**src/rtl/led_seq_pkg.sv**
```systemverilog
// Shared types and elaboration-time helpers for the LED sequencer.
//   mode_t      : pattern select encoding (matches the 2-bit mode input)
//   rate_thresh : clock cycles per frame step for speed select s
//   alt_pattern : alternating bit pattern with bit 0 set, n bits wide
package led_seq_pkg;

    typedef enum logic [1:0] {
        MODE_ROTATE = 2'b00,
        MODE_BOUNCE = 2'b01,
        MODE_FILL   = 2'b10,
        MODE_ALT    = 2'b11
    } mode_t;

    // Upper bound on the LED bank width handled by alt_pattern.
    localparam int unsigned MAX_LED = 256;

    function automatic int unsigned rate_thresh(input int unsigned clk_hz, input int unsigned s);
        return clk_hz / (s + 1);
    endfunction

    function automatic logic [MAX_LED-1:0] alt_pattern(input int unsigned n);
        logic [MAX_LED-1:0] r;
        for (int unsigned i = 0; i < MAX_LED; i++) begin
            r[i] = (i < n) && (i % 2 == 0);
        end
        return r;
    endfunction

endpackage

```
**src/rtl/rate_tick.sv**
```systemverilog
// Frame-rate prescaler: produces a one-cycle registered tick every
// rate_thresh(CLK_HZ, speed) cycles. Speed changes apply immediately.
// While paused the count holds and no tick is produced.
//   clk, rst : clock, async active-high reset
//   speed    : rate select, step rate = speed+1 Hz
//   pause    : hold counter, suppress tick
//   tick     : registered one-cycle step request
module rate_tick
    import led_seq_pkg::*;
#(
    parameter int unsigned CLK_HZ = 100_000_000,
    parameter int unsigned SPD_W  = 2
) (
    input  logic             clk,
    input  logic             rst,
    input  logic [SPD_W-1:0] speed,
    input  logic             pause,
    output logic             tick
);

    localparam int unsigned N_RATE = 2 ** SPD_W;
    localparam int unsigned CNT_W  = $clog2(CLK_HZ);

    logic [CNT_W-1:0] thresh [N_RATE];
    logic [CNT_W-1:0] cnt;
    logic [CNT_W-1:0] thr;

    // Terminal count per speed, folded to constants at elaboration.
    for (genvar g = 0; g < N_RATE; g++) begin : g_thresh
        assign thresh[g] = CNT_W'(rate_thresh(CLK_HZ, g) - 1);
    end

    assign thr = thresh[speed];

    // A count already past a newly selected threshold fires on the next edge.
    always_ff @(posedge clk or posedge rst) begin
        if (rst) begin
            cnt  <= '0;
            tick <= 1'b0;
        end else if (pause) begin
            tick <= 1'b0;
        end else if (cnt >= thr) begin
            cnt  <= '0;
            tick <= 1'b1;
        end else begin
            cnt  <= cnt + CNT_W'(1);
            tick <= 1'b0;
        end
    end

endmodule

```
**src/rtl/led_sequencer.sv**
```systemverilog
// LED pattern sequencer: steps one frame of the selected pattern per rate
// tick. Patterns: ROTATE, BOUNCE, FILL, ALT. A mode change restarts the
// pattern at its start frame without a step or wrap pulse.
// Build option: define LED_SEQ_BOUNCE_EN to implement BOUNCE; otherwise
// mode 01 decodes as ROTATE.
//   clk, rst   : clock, async active-high reset
//   speed      : rate select, step rate = speed+1 Hz
//   mode       : 00 ROTATE, 01 BOUNCE, 10 FILL, 11 ALT
//   direction  : 1 toward MSB / fill from LSB, 0 toward LSB / fill from MSB
//   pause      : freeze rate counter and pattern
//   led        : registered LED drive
//   step_pulse : one-cycle pulse per frame advance
//   wrap       : one-cycle pulse when a pattern period completes
module led_sequencer
    import led_seq_pkg::*;
#(
    parameter int unsigned N_LED  = 16,
    parameter int unsigned CLK_HZ = 100_000_000,
    parameter int unsigned SPD_W  = 2
) (
    input  logic             clk,
    input  logic             rst,
    input  logic [SPD_W-1:0] speed,
    input  logic [1:0]       mode,
    input  logic             direction,
    input  logic             pause,
    output logic [N_LED-1:0] led,
    output logic             step_pulse,
    output logic             wrap
);

    localparam int unsigned        POS_W    = $clog2(N_LED + 1);
    localparam logic [MAX_LED-1:0] ALT_FULL = alt_pattern(N_LED);
    localparam logic [N_LED-1:0]   ALT0     = ALT_FULL[N_LED-1:0];
    localparam logic [POS_W-1:0]   P_FULL   = POS_W'(N_LED);
    localparam logic [POS_W-1:0]   P_LAST   = POS_W'(N_LED - 1);
`ifdef LED_SEQ_BOUNCE_EN
    localparam logic [POS_W-1:0]   P_PRE    = POS_W'(N_LED - 2);
`endif

    logic             tick;
    mode_t            mode_dec;
    mode_t            mode_q,  mode_n;
    logic [POS_W-1:0] pos,     pos_n;
    logic             up,      up_n;
    logic             phase,   phase_n;
    logic [N_LED-1:0] led_n;
    logic             step_n;
    logic             wrap_n;

    rate_tick #(
        .CLK_HZ (CLK_HZ),
        .SPD_W  (SPD_W)
    ) u_rate_tick (
        .clk   (clk),
        .rst   (rst),
        .speed (speed),
        .pause (pause),
        .tick  (tick)
    );

    // Mode decode; without BOUNCE support mode 01 aliases ROTATE.
    always_comb begin
`ifdef LED_SEQ_BOUNCE_EN
        mode_dec = mode_t'(mode);
`else
        mode_dec = (mode == 2'b01) ? MODE_ROTATE : mode_t'(mode);
`endif
    end

    // LED frame for a given state; pos is the fill level in FILL mode.
    function automatic logic [N_LED-1:0] frame(input mode_t m, input logic [POS_W-1:0] p,
                                               input logic ph, input logic dir);
        logic [N_LED-1:0] f;
        f = '0;
        case (m)
            MODE_FILL: begin
                for (int unsigned i = 0; i < N_LED; i++) begin
                    f[i] = dir ? (i < 32'(p)) : (i + 32'(p) >= N_LED);
                end
            end
            MODE_ALT: f = ph ? ~ALT0 : ALT0;
            default: begin
                for (int unsigned i = 0; i < N_LED; i++) begin
                    f[i] = (i == 32'(p));
                end
            end
        endcase
        return f;
    endfunction

    // State and output registers.
    always_ff @(posedge clk or posedge rst) begin
        if (rst) begin
            mode_q     <= MODE_ROTATE;
            pos        <= '0;
            up         <= 1'b1;
            phase      <= 1'b0;
            led        <= N_LED'(1);
            step_pulse <= 1'b0;
            wrap       <= 1'b0;
        end else begin
            mode_q     <= mode_n;
            pos        <= pos_n;
            up         <= up_n;
            phase      <= phase_n;
            led        <= led_n;
            step_pulse <= step_n;
            wrap       <= wrap_n;
        end
    end

    // Next-state: restart on mode change (discarding any tick), else step on tick.
    always_comb begin
        mode_n  = mode_q;
        pos_n   = pos;
        up_n    = up;
        phase_n = phase;
        led_n   = led;
        step_n  = 1'b0;
        wrap_n  = 1'b0;
        if (mode_dec != mode_q) begin
            mode_n  = mode_dec;
            pos_n   = (mode_dec == MODE_FILL) ? POS_W'(1) : '0;
            up_n    = 1'b1;
            phase_n = 1'b0;
            led_n   = frame(mode_dec, pos_n, 1'b0, direction);
        end else if (tick && !pause) begin
            step_n = 1'b1;
            case (mode_q)
`ifdef LED_SEQ_BOUNCE_EN
                MODE_BOUNCE: begin
                    if (up && pos == P_LAST) begin
                        pos_n = P_PRE;
                        up_n  = 1'b0;
                    end else if (up) begin
                        pos_n = pos + POS_W'(1);
                    end else begin
                        pos_n = pos - POS_W'(1);
                    end
                    // Landing on 0 while descending closes the period.
                    if (!up_n && pos_n == '0) begin
                        up_n   = 1'b1;
                        wrap_n = 1'b1;
                    end
                end
`endif
                MODE_FILL: begin
                    if (up && pos == P_FULL) begin
                        pos_n = P_LAST;
                        up_n  = 1'b0;
                    end else if (up) begin
                        pos_n = pos + POS_W'(1);
                    end else begin
                        pos_n = pos - POS_W'(1);
                    end
                    if (!up_n && pos_n == '0) begin
                        up_n   = 1'b1;
                        wrap_n = 1'b1;
                    end
                end
                MODE_ALT: begin
                    phase_n = ~phase;
                    wrap_n  = phase;
                end
                default: begin
                    if (direction) begin
                        pos_n = (pos == P_LAST) ? '0 : pos + POS_W'(1);
                    end else begin
                        pos_n = (pos == '0) ? P_LAST : pos - POS_W'(1);
                    end
                    wrap_n = (pos_n == '0);
                end
            endcase
            led_n = frame(mode_q, pos_n, phase_n, direction);
        end
    end

endmodule

```
**config.mk**
```make
export PLATFORM = sky130hd
export DESIGN_NAME = led_sequencer
export DESIGN_NICKNAME = d
export VERILOG_FILES = /design/src/rtl/led_seq_pkg.sv /design/src/rtl/rate_tick.sv /design/src/rtl/led_sequencer.sv
export SDC_FILE = /design/constraint.sdc
export NUM_CORES = 1
export LEC_CHECK = 0
export CAP_MARGIN = 40
export CORE_MARGIN = 4
export CORE_UTILIZATION = 40
export DETAILED_ROUTE_END_ITERATION = 8
export SYNTH_ARGS = -nofsm -noshare
export SYNTH_HDL_FRONTEND = slang
export SYNTH_SLANG_ARGS = --single-unit
```
**constraint.sdc**
```tcl
create_clock -name clk -period 2.6 [get_ports clk]
set_input_delay 0.52 -clock clk [delete_from_list [all_inputs] [get_ports clk]]
set_output_delay 0.52 -clock clk [all_outputs]
set_load 0.005 [all_outputs]
```
* Word-level counts from Yosys, hierarchy flattened *
Index checks and enable logic that the tools add are counted.

word-level totals
  output and inout port bits = 18
  register bits = 55
  input port bits = 8
  logic and storage cells = 242

cells by class
  $lt $le $gt $ge = 66
  bitwise operators = 2
  $add $sub $neg = 33
  equality and inequality tests = 38
  multiplexer cells = 80
  reductions and logical operators = 14

operators with widths
  kind                     count
  $ge A6 B5 Y1 const B     15
  $mux W27                 3
  $mux W5                  15
  $pmux W16 S2             2
  $bmux W27 S2             1
  $mux W1                  53
  $add A4 B5 Y6 const A    8
  $mux W16                 3
  $ge A5 B5 Y1 const B     9
  $add A4 B1 Y5 const A    8
  $eq A4 B5 Y1 const A     8
  $lt A4 B5 Y1 const A     8
  $eq A4 B1 Y1 const A     8
  $lt A4 B1 Y1 const A     8
  $add A27 B1 Y27 const B  1
  $ge A27 B27 Y1           1
  $logic_not A5 Y1         5
  $add A3 B5 Y6 const A    4
  $eq A3 B5 Y1 const A     4
  $ge A4 B5 Y1 const B     4
  $lt A3 B5 Y1 const A     4
  $add A3 B1 Y4 const A    4
  $add A2 B5 Y6 const A    2
  $eq A3 B1 Y1 const A     4
  other kinds (33)         51

* Logic depth before layout (Yosys ltp) *
Gate-level depths: netlist of the first run.

  depth after elaboration = 15
  mapped depth = 13
  depth with buffers taken out = 11

* Cells and area by module *
Synthesis of the first run repeated with hierarchy kept, for this count alone.

second synthesis, totals
  cells, all modules = 528
  area total of the unflattened synthesis = 4420.5 um^2

by module, submodules not included
  module         times used  area an instance (um^2)  sequential area each (um^2)  cells each
  led_sequencer  1           2429.8                   678.2                        301
  rate_tick      1           1990.7                   700.7                        227

* Worst setup path after synthesis of the first run *
Ideal clock, no wire load.

  path type = register -> register
  start point = reg pos[0]
  end point = reg led[1]
  cell stages (with the launch flop) = 12
  setup slack = -61 ps
  path buffers = 0
  library setup time = 82 ps
  arrival time = 2579 ps
  cells stage by stage = dfrtp_1 -> ha_1 -> nand3_1 -> inv_1 -> ha_1 -> and3b_1 -> nor3_1 -> a211oi_2 -> nor3_4 -> inv_1 -> or4_1 -> a31oi_1

between the ends
  word-level cells in the longest chain between the ends = 15

ends and longest elaborated chain
  item                                         line                                        source
  from (decl)                                  led_sequencer.sv:44                         logic [POS_W-1:0] pos, pos_n;
  from (signal assigned)                       led_sequencer.sv:104                        pos <= pos_n;
  $sub A5 B1 Y5, or another cell as far along  led_sequencer.sv:155, led_sequencer.sv:170
  $mux W5, or another cell as far along        led_sequencer.sv:170                        pos_n = (pos == '0) ? P_LAST : pos - POS_W'(1);
  $mux W5 (on tied branches)                   led_sequencer.sv:167, led_sequencer.sv:149
  $mux W5                                      led_sequencer.sv:130                        case (mode_q)
  $mux W5                                      led_sequencer.sv:128                        end else if (tick && !pause) begin
  $mux W5                                      led_sequencer.sv:122                        if (mode_dec != mode_q) begin
  $pmux W5 S2 (*)                              led_sequencer.sv:130
  $mux W5 (*)                                  led_sequencer.sv:128
  $mux W5 (*)                                  led_sequencer.sv:122
  $add A1 B5 Y6                                led_sequencer.sv:79                         f[i] = dir ? (i < 32'(p)) : (i + 32'(p) >= N_LED);
  $ge A6 B5 Y1                                 led_sequencer.sv:79
  $mux W1                                      led_sequencer.sv:79
  $pmux W16 S2 (*)                             led_sequencer.sv:76                         case (m)
  $mux W16 (*)                                 led_sequencer.sv:128
  $mux W16 (*)                                 led_sequencer.sv:122
  to (signal assigned)                         led_sequencer.sv:107                        led <= led_n;
  to (decl)                                    led_sequencer.sv:27                         output logic [N_LED-1:0] led,

Every way passes the cells marked *; elsewhere a longest branch is shown, timed or not. The select of a mux whose other input is x is not followed.
A chain may end at the register's enable or synchronous reset.

* Final worst setup path of the first run *
  start point = in speed[0]
  end point = reg u_rate_tick.cnt[18]

between the ends
  word-level cells in the longest chain between the ends = 6

ends and longest elaborated chain
  item                                         line                 source
  from (decl)                                  led_sequencer.sv:23  input logic [SPD_W-1:0] speed,
  $not A2 Y3 (not written as such)             rate_tick.sv:33      assign thr = thresh[speed];
  $bmux W27 S2                                 rate_tick.sv:33
  $mux W27 (not written as such) (2 in a row)  rate_tick.sv:33
  $ge A27 B27 Y1                               rate_tick.sv:42      end else if (cnt >= thr) begin
  $mux W27                                     rate_tick.sv:42
  to (signal assigned)                         rate_tick.sv:46      cnt <= cnt + CNT_W'(1);
  to (decl)                                    rate_tick.sv:25      logic [CNT_W-1:0] cnt;

Every way passes these cells. The select of a mux whose other input is x is not followed.

==> key figures, run 1 <==
CTS
  • Hold-fix buffers, CTS: 0
  • Clock root cell: sky130_fd_sc_hd__clkbuf_8
  • Later-pin clock latency in the skew report: 0.33 ns
  • Total number of clock tree sinks: 55
  • CTS Buffer Depth: 2
  • TritonCTS clock tree: yes
  • Clock buffer count from CTS: 5
  • Clock transition at the register clock pins on the worst setup and hold paths after CTS: 0.12 ns
  • H-tree lvl count: 2

Placed design
  • DP Cell Count: 716
  • Post-placement cell area: 0.00512 mm^2
  • Final weighted congestion in routability-driven placement: 0.906
  • Detailed placement HPWL: 9180 um
  • Number of buffers inserted by port buffering: 25

Worst setup path
  • Slowest cell on the critical path: sky130_fd_sc_hd__a211o_1
  • Data arrival time at the worst-slack endpoint: 2.77 ns
  • Worst Path Max Fanout: 6
  • Setup Crit Path Kind: in2reg
  • CP cell instances: clkdlybuf4s15_1 -> buf_6 -> ha_4 -> ha_4 -> nand4_1 -> nor4_4 -> a2111oi_2 -> a211o_1 -> a21oi_4 -> buf_6 -> bufbuf_16 -> nor2_1
  • Data required time at the worst endpoint: 2.82 ns
  • CP Capture Type: register
  • Crit start category: input port
  • CP peak stage delay: 0.35 ns

Yosys
  • Ranking of synthesized cells by area: sky130_fd_sc_hd__dfrtp_1 32%, sky130_fd_sc_hd__ha_1 9.1%, sky130_fd_sc_hd__nor2_1 4.9%
  • Sequential share of the synthesized area: 33.3%
  • Unique masters post-synth: 69
  • Number of instances in the synthesized netlist: 494
  • Fraction of synthesized area in multiplexers: 0.756%
  • Post-synthesis share of cell area spent on full adders, half adders and majority gates: 9.07%
  • Top flip-flop cell by instance count after synthesis: sky130_fd_sc_hd__dfrtp_1
  • Simple-Gate Fraction of Synth Area: 25.1%
  • Share of the synthesized area in the top cell type: 32.0%
  • Share of flip-flops with an asynchronous set or reset: 100%
  • Average size of a mapped cell: 8.38 um^2
  • Post-synthesis xor/xnor area fraction: 5.92%
  • Fraction of the mapped netlist area in compound gates: 21.1%
  • Cell Area, Synth: 0.00414 mm^2
  • Count of warnings emitted by yosys: 0
  • Synthesized netlist net count: 532
  • Number of register bits inferred by synthesis: 55
  • Number of synthesized flops with an enable pin: 0
  • Cell type with the largest total area after synthesis: sky130_fd_sc_hd__dfrtp_1
  • Combinational family with the most area after synthesis: simple AND/OR/NAND/NOR gates

STA
  • Maximum clock rate: 0.392 GHz
  • Layout Skew: 0.0235 ns
  • Final Max Tran Viols: 0
  • Setup-failing EPs final: 0
  • Relative slew slack: 68.8%
  • Measured slew at the worst slew-check pin: 0.467 ns
  • Tcrit/Tclk final: 98.1%
  • Time the worst path needs with I/O delays and setup: 2.55 ns
  • Unrepaired setup endpoints after global routing: true
  • Hold Fails Final Rpt: 0
  • Setup TNS: 0 ns

Final layout
  • Utilization after layout: 58.1%
  • Final Instance Count excl. Fillers: 740
  • Layout fillers: 876
  • Relative area change from synthesis to final layout: 39.0%
  • Nets: 644
  • Share of post-route cells with drive strength above 1: 30.1%
  • Post-route cell area: 0.00575 mm^2
  • Diode count: 0

GRT
  • Grt ovf: 0
  • Initial antenna violation count: 0
  • Maximum number of pins on one net before global-route repair: 39
  • Wire length of the first global-routing pass: 20600 um
  • Number of global-route vias before repair: 4200
  • GRT Total Usage: 21.6%

Detailed routing
  • Post-route DRC violation count: 0
  • Routed length per instance: 17.5 um
  • DR vias/cell: 5.72
  • Count of antenna-violating nets left after detailed routing: 0
  • Overall via count from detail_route: 4236
  • TritonRoute pass-1 iters: 5
  • Total routed wirelength: 12900 um
  • Detailed Route Iter0 Violations: 229

Floorplanning
  • Initial core utilization: 41.8%
  • Die width: 110 um
  • Number of ports placed on the die boundary: 26
  • Core area: 0.00991 mm^2
  • Die area: 0.0120 mm^2
  • DIE HEIGHT: 110 um
  • FP Rows: 36

Power and ir drop
  • Worst VDD drop: 0.000323 V
  • Pwr/cell area: 395 mW/mm^2
  • Leakage power summed over all cells: 2.51 nW

Status
  • Result of the run: complete, no violations

Job
  • # Max-Cap Violations: 0

Hold path
  • Path category of the worst min-delay check: in2async
-- Yosys cell counts, types with 7 or more instances --
| master | number |
|---|---|
| sky130_fd_sc_hd__nand2_1 | 50 |
| sky130_fd_sc_hd__dfrtp_1 | 53 |
| sky130_fd_sc_hd__ha_1 | 30 |
| sky130_fd_sc_hd__clkbuf_1 | 8 |
| sky130_fd_sc_hd__nand4_1 | 8 |
| sky130_fd_sc_hd__nor2b_1 | 8 |
| sky130_fd_sc_hd__nand3_1 | 21 |
| sky130_fd_sc_hd__a31oi_1 | 8 |
| sky130_fd_sc_hd__xnor2_1 | 16 |
| sky130_fd_sc_hd__o21ai_0 | 35 |
| sky130_fd_sc_hd__a21oi_1 | 34 |
| sky130_fd_sc_hd__xor2_1 | 12 |
| sky130_fd_sc_hd__nand2b_1 | 7 |
| sky130_fd_sc_hd__buf_2 | 11 |
| sky130_fd_sc_hd__inv_1 | 26 |
| sky130_fd_sc_hd__nor2_1 | 54 |
| sky130_fd_sc_hd__nor3_1 | 16 |
-- stage by stage --
| step | worst slack, ns | power (mW) | hold WS [ns] |
|---|---|---|---|
| 2_1_floorplan | 0.00328 | 1.37 | 0.473 |
| 3_3_place_gp | -0.444 | 1.61 | 0.474 |
| 3_5_place_dp | -0.567 | 1.63 | 0.475 |
| 4_1_cts | -0.0329 | 2.22 | 0.502 |
| 5_1_grt | -0.0800 | 2.40 | 0.536 |
| 6_report | 0.0484 | 2.27 | 0.497 |
-- placed cells by master (no fill, tap or decap), types with 12 or more instances in the layout --
master                             n
sky130_fd_sc_hd__buf_4            90
sky130_fd_sc_hd__dfrtp_1          52
sky130_fd_sc_hd__nor2_1           50
sky130_fd_sc_hd__nand2_1          47
sky130_fd_sc_hd__o21ai_0          34
sky130_fd_sc_hd__a21oi_1          30
sky130_fd_sc_hd__clkdlybuf4s50_1  22
sky130_fd_sc_hd__nand3_1          19
sky130_fd_sc_hd__inv_1            18
sky130_fd_sc_hd__xnor2_1          15
sky130_fd_sc_hd__ha_1             15
sky130_fd_sc_hd__nor3_1           14
sky130_fd_sc_hd__ha_4             14
sky130_fd_sc_hd__xor2_1           12
-- repair_timing --
| item | 4_1_cts | 5_1_grt |
|---|---|---|
| setup endpoints to repair | 35 | 44 |
| setup buffers | 10 | 3 |
| gates cloned | 3 | 0 |
| pin swaps | 10 | 9 |
| resized for setup | 36 | 44 |
-- cell type report --
type,instances,area [um^2],area share (%)
Clock buffer,6,72.6,1.26
Inverter,26,97.6,1.70
Multi-Input combinational cell,393,2930,50.9
Tap cell,133,166,2.89
Sequential cell,55,1380,24.0
Clock inverter,2,16.3,0.283
Timing Repair Buffer,125,1090,19.0
-- sequential cells by signal, indices dropped and copies added, names as in the netlist --
register          cells
led                  16
phase                 1
u_rate_tick.cnt      27
mode_q                2
step_pulse            1
wrap                  1
u_rate_tick.tick      1
up                    1
pos                   5
-- where the power goes --
part | internal [mW] | switching, mW | total [mW] | leakage (nW)
clock network | 0.195 | 0.315 | 0.510 | 0.0418
registers | 0.920 | 0.107 | 1.03 | 0.733
logic | 0.360 | 0.375 | 0.735 | 1.74
total | 1.47 | 0.797 | 2.27 | 2.51
-- critical path: cells and delay by family --
kind,cells,cell delay [ns]
adders and majority gates,2,0.45
and+or+nand+nor,3,0.51
AOI/OAI and AO/OA,3,0.60
buffers and inverters,4,0.70
-- cell families (layout without fill, tap and decap cells) --
| logic type | Yosys count | count (layout) |
|---|---|---|
| buffers and inverters | 46 | 159 |
| adders and majority gates | 30 | 30 |
| muxes | 3 | 3 |
| xor gates and xnor gates | 28 | 28 |
| DFF | 55 | 55 |
| AOI/OAI and AO/OA | 131 | 131 |
| and+or+nand+nor | 201 | 201 |
-- worst paths after layout --
check,startpoint,endpoint,slack [ns],cells past startpoint
max reg2reg,pos[0],led[1],0.07,11
min in group clk,led[11],led[11],0.50,2
min reg2reg,led[11],led[11],0.50,2
max,speed[0],u_rate_tick.cnt[18],0.05,12
min,rst,led[5],0.50,2
max in group asynchronous,rst,u_rate_tick.cnt[16],1.52,3
-- metal layers --
layer | vias to the layer above | track usage (%) | share of wire (%)
li1 | 2015 | - | -
met1 | 2034 | 27.0 | 41
met2 | 150 | 38.5 | 51
met3 | 37 | 2.41 | 4.7
met4 | 0 | 7.57 | 3.1
met5 | - | 0 | 0
No activity file was read; power rests on OpenSTA's default activity.
==> inputs of run 2 (changes only) <==
--- a/config.mk
+++ b/config.mk
@@ -9,6 +9,8 @@
 export CORE_MARGIN = 4
 export CORE_UTILIZATION = 40
 export DETAILED_ROUTE_END_ITERATION = 8
+export RECOVER_POWER = 50
 export SYNTH_ARGS = -nofsm -noshare
 export SYNTH_HDL_FRONTEND = slang
 export SYNTH_SLANG_ARGS = --single-unit
+export TNS_END_PERCENT = 20
==> key figures, run 2 (synthesis results as in run 1) <==
CTS
  • H-tree lvl count: 2 (unchanged)
  • Clock buffer count from CTS: 5 (unchanged)
  • Hold-fix buffers, CTS: 0 (unchanged)
  • TritonCTS clock tree: yes (unchanged)
  • Later-pin clock latency in the skew report: 0.31 ns (was 0.33 ns)
  • Clock transition at the register clock pins on the worst setup and hold paths after CTS: 0.11 ns (was 0.12 ns)
  • CTS Buffer Depth: 2 (unchanged)
  • Clock root cell: sky130_fd_sc_hd__clkbuf_8 (unchanged)
  • Total number of clock tree sinks: 55 (unchanged)

Floorplanning
  • Core area: 0.00991 mm^2 (unchanged)
  • Number of ports placed on the die boundary: 26 (unchanged)
  • FP Rows: 36 (unchanged)
  • Die width: 110 um (unchanged)
  • Die area: 0.0120 mm^2 (unchanged)
  • DIE HEIGHT: 110 um (unchanged)
  • Initial core utilization: 41.8% (unchanged)

Power and ir drop
  • Worst VDD drop: 0.000265 V (was 0.000323 V)
  • Leakage power summed over all cells: 2.47 nW (was 2.51 nW)
  • Total power consumption of the routed design: 2.23 mW (was 2.27 mW)
  • Pwr/cell area: 402 mW/mm^2 (was 395 mW/mm^2)

STA
  • Crit path setup slack, layout: 0.0606 ns (was 0.0484 ns)
  • Relative slew slack: 9.91% (was 68.8%)
  • Final Max Tran Viols: 0 (unchanged)
  • Tcrit/Tclk final: 97.7% (was 98.1%)
  • Layout Skew: 0.00386 ns (was 0.0235 ns)
  • Hold Slack: 0.494 ns (was 0.497 ns)
  • Hold Fails Final Rpt: 0 (unchanged)
  • Time the worst path needs with I/O delays and setup: 2.54 ns (was 2.55 ns)
  • Maximum clock rate: 0.394 GHz (was 0.392 GHz)
  • Measured slew at the worst slew-check pin: 1.35 ns (was 0.467 ns)
  • Setup-failing EPs final: 0 (unchanged)
  • Unrepaired setup endpoints after global routing: true (unchanged)

Final layout
  • Most frequent standard cell in the layout excluding fill and tap cells: sky130_fd_sc_hd__buf_4 (unchanged)
  • Nets: 636 (was 644)
  • Share of post-route cells with drive strength above 1: 26.9% (was 30.1%)
  • Max reg flops: 27 (unchanged)
  • Largest regs: u_rate_tick.cnt: 27 flops, led: 16 flops, pos: 5 flops (unchanged)
  • Layout fillers: 909 (was 876)
  • Relative area change from synthesis to final layout: 34.1% (was 39.0%)
  • Post-route cell area: 0.00555 mm^2 (was 0.00575 mm^2)
  • Largest reg by FF count: u_rate_tick.cnt (unchanged)
  • Final Instance Count excl. Fillers: 732 (was 740)
  • Leading cell types in the layout, fill and taps excluded: 83 x sky130_fd_sc_hd__buf_4, 51 x sky130_fd_sc_hd__nor2_1, 51 x sky130_fd_sc_hd__dfrtp_1 (was 90 x sky130_fd_sc_hd__buf_4, 52 x sky130_fd_sc_hd__dfrtp_1, 50 x sky130_fd_sc_hd__nor2_1)
  • Diode count: 0 (unchanged)

Placed design
  • DP Cell Count: 714 (was 716)
  • Number of buffers inserted by port buffering: 25 (unchanged)
  • Final weighted congestion in routability-driven placement: 0.902 (was 0.906)
  • Post-placement cell area: 0.00514 mm^2 (was 0.00512 mm^2)
  • Detailed placement HPWL: 8900 um (was 9180 um)
  • Post-place setup slack: -0.513 ns (was -0.567 ns)

Detailed routing
  • Count of antenna-violating nets left after detailed routing: 0 (unchanged)
  • Overall via count from detail_route: 4133 (was 4236)
  • Routed length per instance: 16.5 um (was 17.5 um)
  • Total routed wirelength: 12100 um (was 12900 um)
  • TritonRoute pass-1 iters: 5 (unchanged)
  • DR vias/cell: 5.65 (was 5.72)
  • Detailed Route Iter0 Violations: 173 (was 229)
  • Post-route DRC violation count: 0 (unchanged)

Hold path
  • Worst min-delay path endpoint: led[7]
  • Worst Hold Launch: led[7]
  • Path category of the worst min-delay check: reg2reg (was in2async)
  • Number of cells traversed by the worst hold path: 2

Job
  • # Max-Cap Violations: 0 (unchanged)

GRT
  • Maximum number of pins on one net before global-route repair: 56 (was 39)
  • GRT Total Usage: 21.1% (was 21.6%)
  • Initial antenna violation count: 0 (unchanged)
  • Number of global-route vias before repair: 4061 (was 4200)
  • Grt ovf: 0 (unchanged)
  • Wire length of the first global-routing pass: 20300 um (was 20600 um)

Worst setup path
  • Setup Crit Path Kind: in2reg (unchanged)
  • Worst Path Max Fanout: 11 (was 6)
  • Register-to-Register Path Depth: 13 (was 11)
  • CP Capture Type: register (unchanged)
  • Data arrival time at the worst-slack endpoint: 2.76 ns (was 2.77 ns)
  • Crit Reg-Reg Startpoint: pos[0] (unchanged)
  • Crit start category: input port (unchanged)
  • Register-to-register setup slack: 0.08 ns (was 0.07 ns)
  • Endpoint of the most critical register-to-register path: led[15] (was led[1])
  • Data required time at the worst endpoint: 2.82 ns (about the same)

Status
  • Result of the run: complete, no violations (unchanged)
run 2: cell type report:
| class | count | area, um^2 | share of cell area [%] |
|---|---|---|---|
| repair buffers | 117 | 1000 | 18.1 |
| well taps | 133 | 166 | 3.00 |
| clock buffers | 5 | 68.8 | 1.24 |
| multi-input cells | 393 | 2810 | 50.6 |
| flip-flops and latches | 55 | 1380 | 24.9 |
| clock inverters | 3 | 22.5 | 0.406 |
| inverters | 26 | 97.6 | 1.76 |
run 2: worst max path at each step:
stage | start | slack (ns) | endpoint
floorplan | pos[0] | -0.001 | led[2]
global placement | speed[0] | -0.45 | u_rate_tick.cnt[26]
detailed placement | speed[1] | -0.51 | u_rate_tick.cnt[6]
CTS | pos[0] | -0.006 | led[1]
global route | pos[0] | -0.07 | led[15]
finish | speed[0] | 0.06 | u_rate_tick.cnt[26]
run 2: repair_timing:
| action | 4_1_cts | 5_1_grt |
|---|---|---|
| gates resized for setup | 38 | 22 |
| pin swaps | 9 | 12 |
| gates cloned | 1 | 0 |
| hold endpoints to repair | 0 | 0 |
| setup endpoints to repair | 44 | 45 |
| buffers inserted | 8 | 2 |
run 2: metal layers:
| layer | GRT usage [%] | wire (um) | vias up | share of wire [%] |
|---|---|---|---|---|
| li1 | - | - | 1994 | - |
| met1 | 26.8 | 5190 | 2018 | 43 |
| met2 | 37.3 | 6150 | 101 | 51 |
| met3 | 2.82 | 466 | 20 | 3.9 |
| met4 | 5.88 | 252 | 0 | 2.1 |
| met5 | 0 | 0 | - | 0 |
run 2: critical path, stage by stage:
cell and delay (ns):
sky130_fd_sc_hd__dlygate4sd2_1 0.25, sky130_fd_sc_hd__buf_6 0.13, sky130_fd_sc_hd__ha_4 0.16, sky130_fd_sc_hd__inv_1 0.05, sky130_fd_sc_hd__ha_1 0.29, sky130_fd_sc_hd__nand4_1 0.11, sky130_fd_sc_hd__nor4_2 0.37, sky130_fd_sc_hd__a2111oi_2 0.08
sky130_fd_sc_hd__a211o_1 0.31, sky130_fd_sc_hd__a21oi_4 0.16, sky130_fd_sc_hd__buf_6 0.14, sky130_fd_sc_hd__buf_16 0.12, sky130_fd_sc_hd__nor2_1 0.05
run 2: where the power goes:
part / internal [mW] / switching, mW
Clock: 0.194 / 0.316
Combinational: 0.345 / 0.355
Sequential: 0.920 / 0.0998
Total: 1.46 / 0.771
run 2: stage by stage:
stage | setup TNS (ns) | util [%]
5_1_grt | -0.217 | 56.0
6_report | 0 | 56.0
3_5_place_dp | -16.87 | 51.9
3_3_place_gp | -15.48 | 51.9
2_1_floorplan | -0.00147 | -
4_1_cts | -0.00633 | 55.5
==> inputs of run 3 (changes only) <==
--- a/config.mk
+++ b/config.mk
@@ -9,6 +9,7 @@
 export CORE_MARGIN = 4
 export CORE_UTILIZATION = 40
 export DETAILED_ROUTE_END_ITERATION = 8
+export GPL_ROUTABILITY_DRIVEN = 0
 export RECOVER_POWER = 50
 export SYNTH_ARGS = -nofsm -noshare
 export SYNTH_HDL_FRONTEND = slang
==> key figures, run 3 (synthesis results as in run 1) <==
Status
  • Result of the run: complete, no violations (unchanged)

Final layout
  • Area taken by multi-input logic gates: 0.00283 mm^2 (was 0.00281 mm^2)
  • Leading cell types in the layout, fill and taps excluded: 89 x sky130_fd_sc_hd__buf_4, 53 x sky130_fd_sc_hd__dfrtp_1, 49 x sky130_fd_sc_hd__nor2_1, 49 x sky130_fd_sc_hd__nand2_1, 33 x sky130_fd_sc_hd__o21ai_0 (was 83 x sky130_fd_sc_hd__buf_4, 51 x sky130_fd_sc_hd__nor2_1, 51 x sky130_fd_sc_hd__dfrtp_1)
  • Largest regs: u_rate_tick.cnt: 27 flops, led: 16 flops, pos: 5 flops (unchanged)
  • Register Area: 0.00138 mm^2 (about the same)
  • Max reg flops: 27 (unchanged)
  • Share of post-route cells with drive strength above 1: 28.2% (was 26.9%)
  • Relative area change from synthesis to final layout: 35.4% (was 34.1%)
  • Nets: 643 (was 636)
  • Diode count: 0 (unchanged)
  • Most frequent standard cell in the layout excluding fill and tap cells: sky130_fd_sc_hd__buf_4 (unchanged)
  • Largest reg by FF count: u_rate_tick.cnt (unchanged)
  • Layout fillers: 913 (was 909)

GRT
  • Grt ovf: 0 (unchanged)
  • Number of global-route vias before repair: 4164 (was 4061)
  • GRT Total Usage: 21.3% (was 21.1%)
  • Maximum number of pins on one net before global-route repair: 39 (was 56)
  • Initial antenna violation count: 0 (unchanged)
  • Wire length of the first global-routing pass: 20400 um (was 20300 um)

STA
  • Time the worst path needs with I/O delays and setup: 2.54 ns (about the same)
  • Layout Skew: 0.0194 ns (was 0.00386 ns)
  • Unrepaired setup endpoints after global routing: true (unchanged)
  • Tcrit/Tclk final: 97.6% (was 97.7%)
  • Measured slew at the worst slew-check pin: 0.939 ns (was 1.35 ns)
  • Maximum clock rate: 0.394 GHz (about the same)
  • Setup-failing EPs final: 0 (unchanged)
  • Hold Slack: 0.496 ns (was 0.494 ns)
  • Relative slew slack: 37.4% (was 9.91%)
  • Final Max Tran Viols: 0 (unchanged)
  • Hold Fails Final Rpt: 0 (unchanged)

Power and ir drop
  • Fraction of power spent switching nets: 34.8% (was 34.6%)
  • Net switching component of the power: 0.781 mW (was 0.771 mW)
  • Power share of the clock group: 22.8% (was 22.9%)
  • Pwr/cell area: 400 mW/mm^2 (was 402 mW/mm^2)
  • Relative contribution of combinational cells to total power: 31.8% (was 31.4%)
  • Leakage power summed over all cells: 2.50 nW (was 2.47 nW)
  • Sequential share of power: 45.4% (was 45.7%)
  • Total power consumption of the routed design: 2.24 mW (was 2.23 mW)
  • Internal: 1.46 mW (about the same)
  • Worst VDD drop: 0.000218 V (was 0.000265 V)

CTS
  • TritonCTS clock tree: yes (unchanged)
  • Clock transition at the register clock pins on the worst setup and hold paths after CTS: 0.12 ns (was 0.11 ns)
  • CTS Buffer Depth: 2 (unchanged)
  • Clock root cell: sky130_fd_sc_hd__clkbuf_8 (unchanged)
  • Total number of clock tree sinks: 55 (unchanged)
  • Later-pin clock latency in the skew report: 0.32 ns (was 0.31 ns)
  • Clock buffer count from CTS: 5 (unchanged)
  • H-tree lvl count: 2 (unchanged)

Floorplanning
  • Die area: 0.0120 mm^2 (unchanged)
  • DIE HEIGHT: 110 um (unchanged)
  • Core area: 0.00991 mm^2 (unchanged)
  • Initial core utilization: 41.8% (unchanged)
  • Die width: 110 um (unchanged)
  • FP Rows: 36 (unchanged)
  • Number of ports placed on the die boundary: 26 (unchanged)

Worst setup path
  • Data required time at the worst endpoint: 2.85 ns (was 2.82 ns)
  • Setup Crit Path Kind: reg2reg (was in2reg)
  • CP peak stage delay: 0.47 ns (was 0.37 ns)
  • CP Capture Type: register (unchanged)
  • CP cell instances: inv_1 -> ha_4 -> and4bb_4 -> a211oi_2 -> a311oi_4 -> buf_4 -> nand3_2 -> or4_1 -> a31oi_1 (was dlygate4sd2_1 -> buf_6 -> ha_4 -> inv_1 -> ha_1 -> nand4_1 -> nor4_2 -> a2111oi_2 -> a211o_1 -> a21oi_4 -> buf_6 -> buf_16 -> nor2_1)
  • Crit start category: register (was input port)
  • Data arrival time at the worst-slack endpoint: 2.79 ns (was 2.76 ns)
  • Slowest cell on the critical path: sky130_fd_sc_hd__or4_1 (was sky130_fd_sc_hd__nor4_2)
  • Worst Path Max Fanout: 7 (was 11)

Job
  • # Max-Cap Violations: 0 (unchanged)

Detailed routing
  • Routed length per instance: 16.7 um (was 16.5 um)
  • Overall via count from detail_route: 4142 (was 4133)
  • Wire length on met3: 534 um (was 466 um)
  • Wl on met1: 5180 um (was 5190 um)
  • Detailed Route Iter0 Violations: 219 (was 173)
  • Uppermost layer routed: met4 (unchanged)
  • Total routed wirelength: 12300 um (was 12100 um)
  • TritonRoute pass-1 iters: 5 (unchanged)
  • Met2 WL: 6360 um (was 6150 um)
  • DR vias/cell: 5.60 (was 5.65)
  • Post-route DRC violation count: 0 (unchanged)
  • Count of antenna-violating nets left after detailed routing: 0 (unchanged)

Hold path
  • Path category of the worst min-delay check: reg2reg (unchanged)

Placed design
  • Number of buffers inserted by port buffering: 25 (unchanged)
  • Detailed placement HPWL: 9240 um (was 8900 um)
-- run 3: changes by cell type in the layout (fill, tap and decap cells not counted), sizes merged --
cell,previous run,this run
dlygate4sd2,2,1
dlygate4sd3,5,3
clkbuf,7,10
clkinv,3,1
inv,26,28
buf,91,95
clkdlybuf4s50,17,20
-- run 3: final cells by class --
class	count	area share, %
Sequential cell	55	24.6
Timing Repair Buffer	124	18.6
Multi-Input combinational cell	393	50.4
Inverter	26	1.74
Clock buffer	5	1.23
Tap cell	133	2.97
Clock inverter	3	0.469
-- run 3: critical path: cells and delay by family, from the launching register on --
| family | cells | cell delay (ns) |
|---|---|---|
| buf+inv | 2 | 0.34 |
| flops | 1 | 0.42 |
| simple gates | 3 | 0.88 |
| compound gates | 3 | 0.66 |
| fa+ha+maj | 1 | 0.20 |
-- run 3: final timing paths --
| check | start | slack (ns) | cells past startpoint | to |
|---|---|---|---|---|
| worst max-delay path | pos[0] | 0.06 | 9 | led[1] |
| worst max register to register | pos[0] | 0.06 | 9 | led[1] |
| worst min register to register | led[11] | 0.50 | 2 | led[11] |
| worst min-delay path | led[11] | 0.50 | 2 | led[11] |
| min in group asynchronous | rst | 0.74 | 2 | led[9] |
| max in group asynchronous | rst | 0.49 | 3 | u_rate_tick.cnt[18] |
-- run 3: layer usage --
metal,global-route usage (%),up-vias
met5,0,-
li1,-,2005
met3,2.99,25
met1,26.3,2001
met2,38.3,111
met4,6.50,0
-- run 3: power by group through the flow --
stage          logic [mW]  registers (mW)  clock network [mW]
3_5_place_dp        0.625            1.02                   0
4_1_cts             0.682            1.02               0.534
3_3_place_gp        0.605            1.02                   0
5_1_grt             0.783            1.03               0.570
6_report            0.712            1.02               0.512
2_1_floorplan       0.372           0.999                   0
-- run 3: per-stage QoR --
stage / instances / worst slack [ns] / util, % / setup TNS (ns) / area [um^2]
after floorplan: 494 / -0.00147 / - / -0.00147 / 4140
after global placement: 717 / -0.446 / 51.8 / -15.64 / 5140
after detailed placement: 717 / -0.537 / 51.8 / -17.49 / 5140
after CTS: 734 / 0.0116 / 55.3 / 0 / 5480
after global routing: 739 / -0.105 / 56.6 / -0.603 / 5610
final: 739 / 0.0633 / 56.6 / 0 / 5610
-- run 3: timing repair --
action / 4_1_cts / 5_1_grt
endpoints found under the setup margin: 42 / 45
buffers inserted: 8 / 5
pin swaps: 12 / 15
hold buffers: 0 / 0
gates resized for setup: 37 / 26
gates cloned: 1 / 0
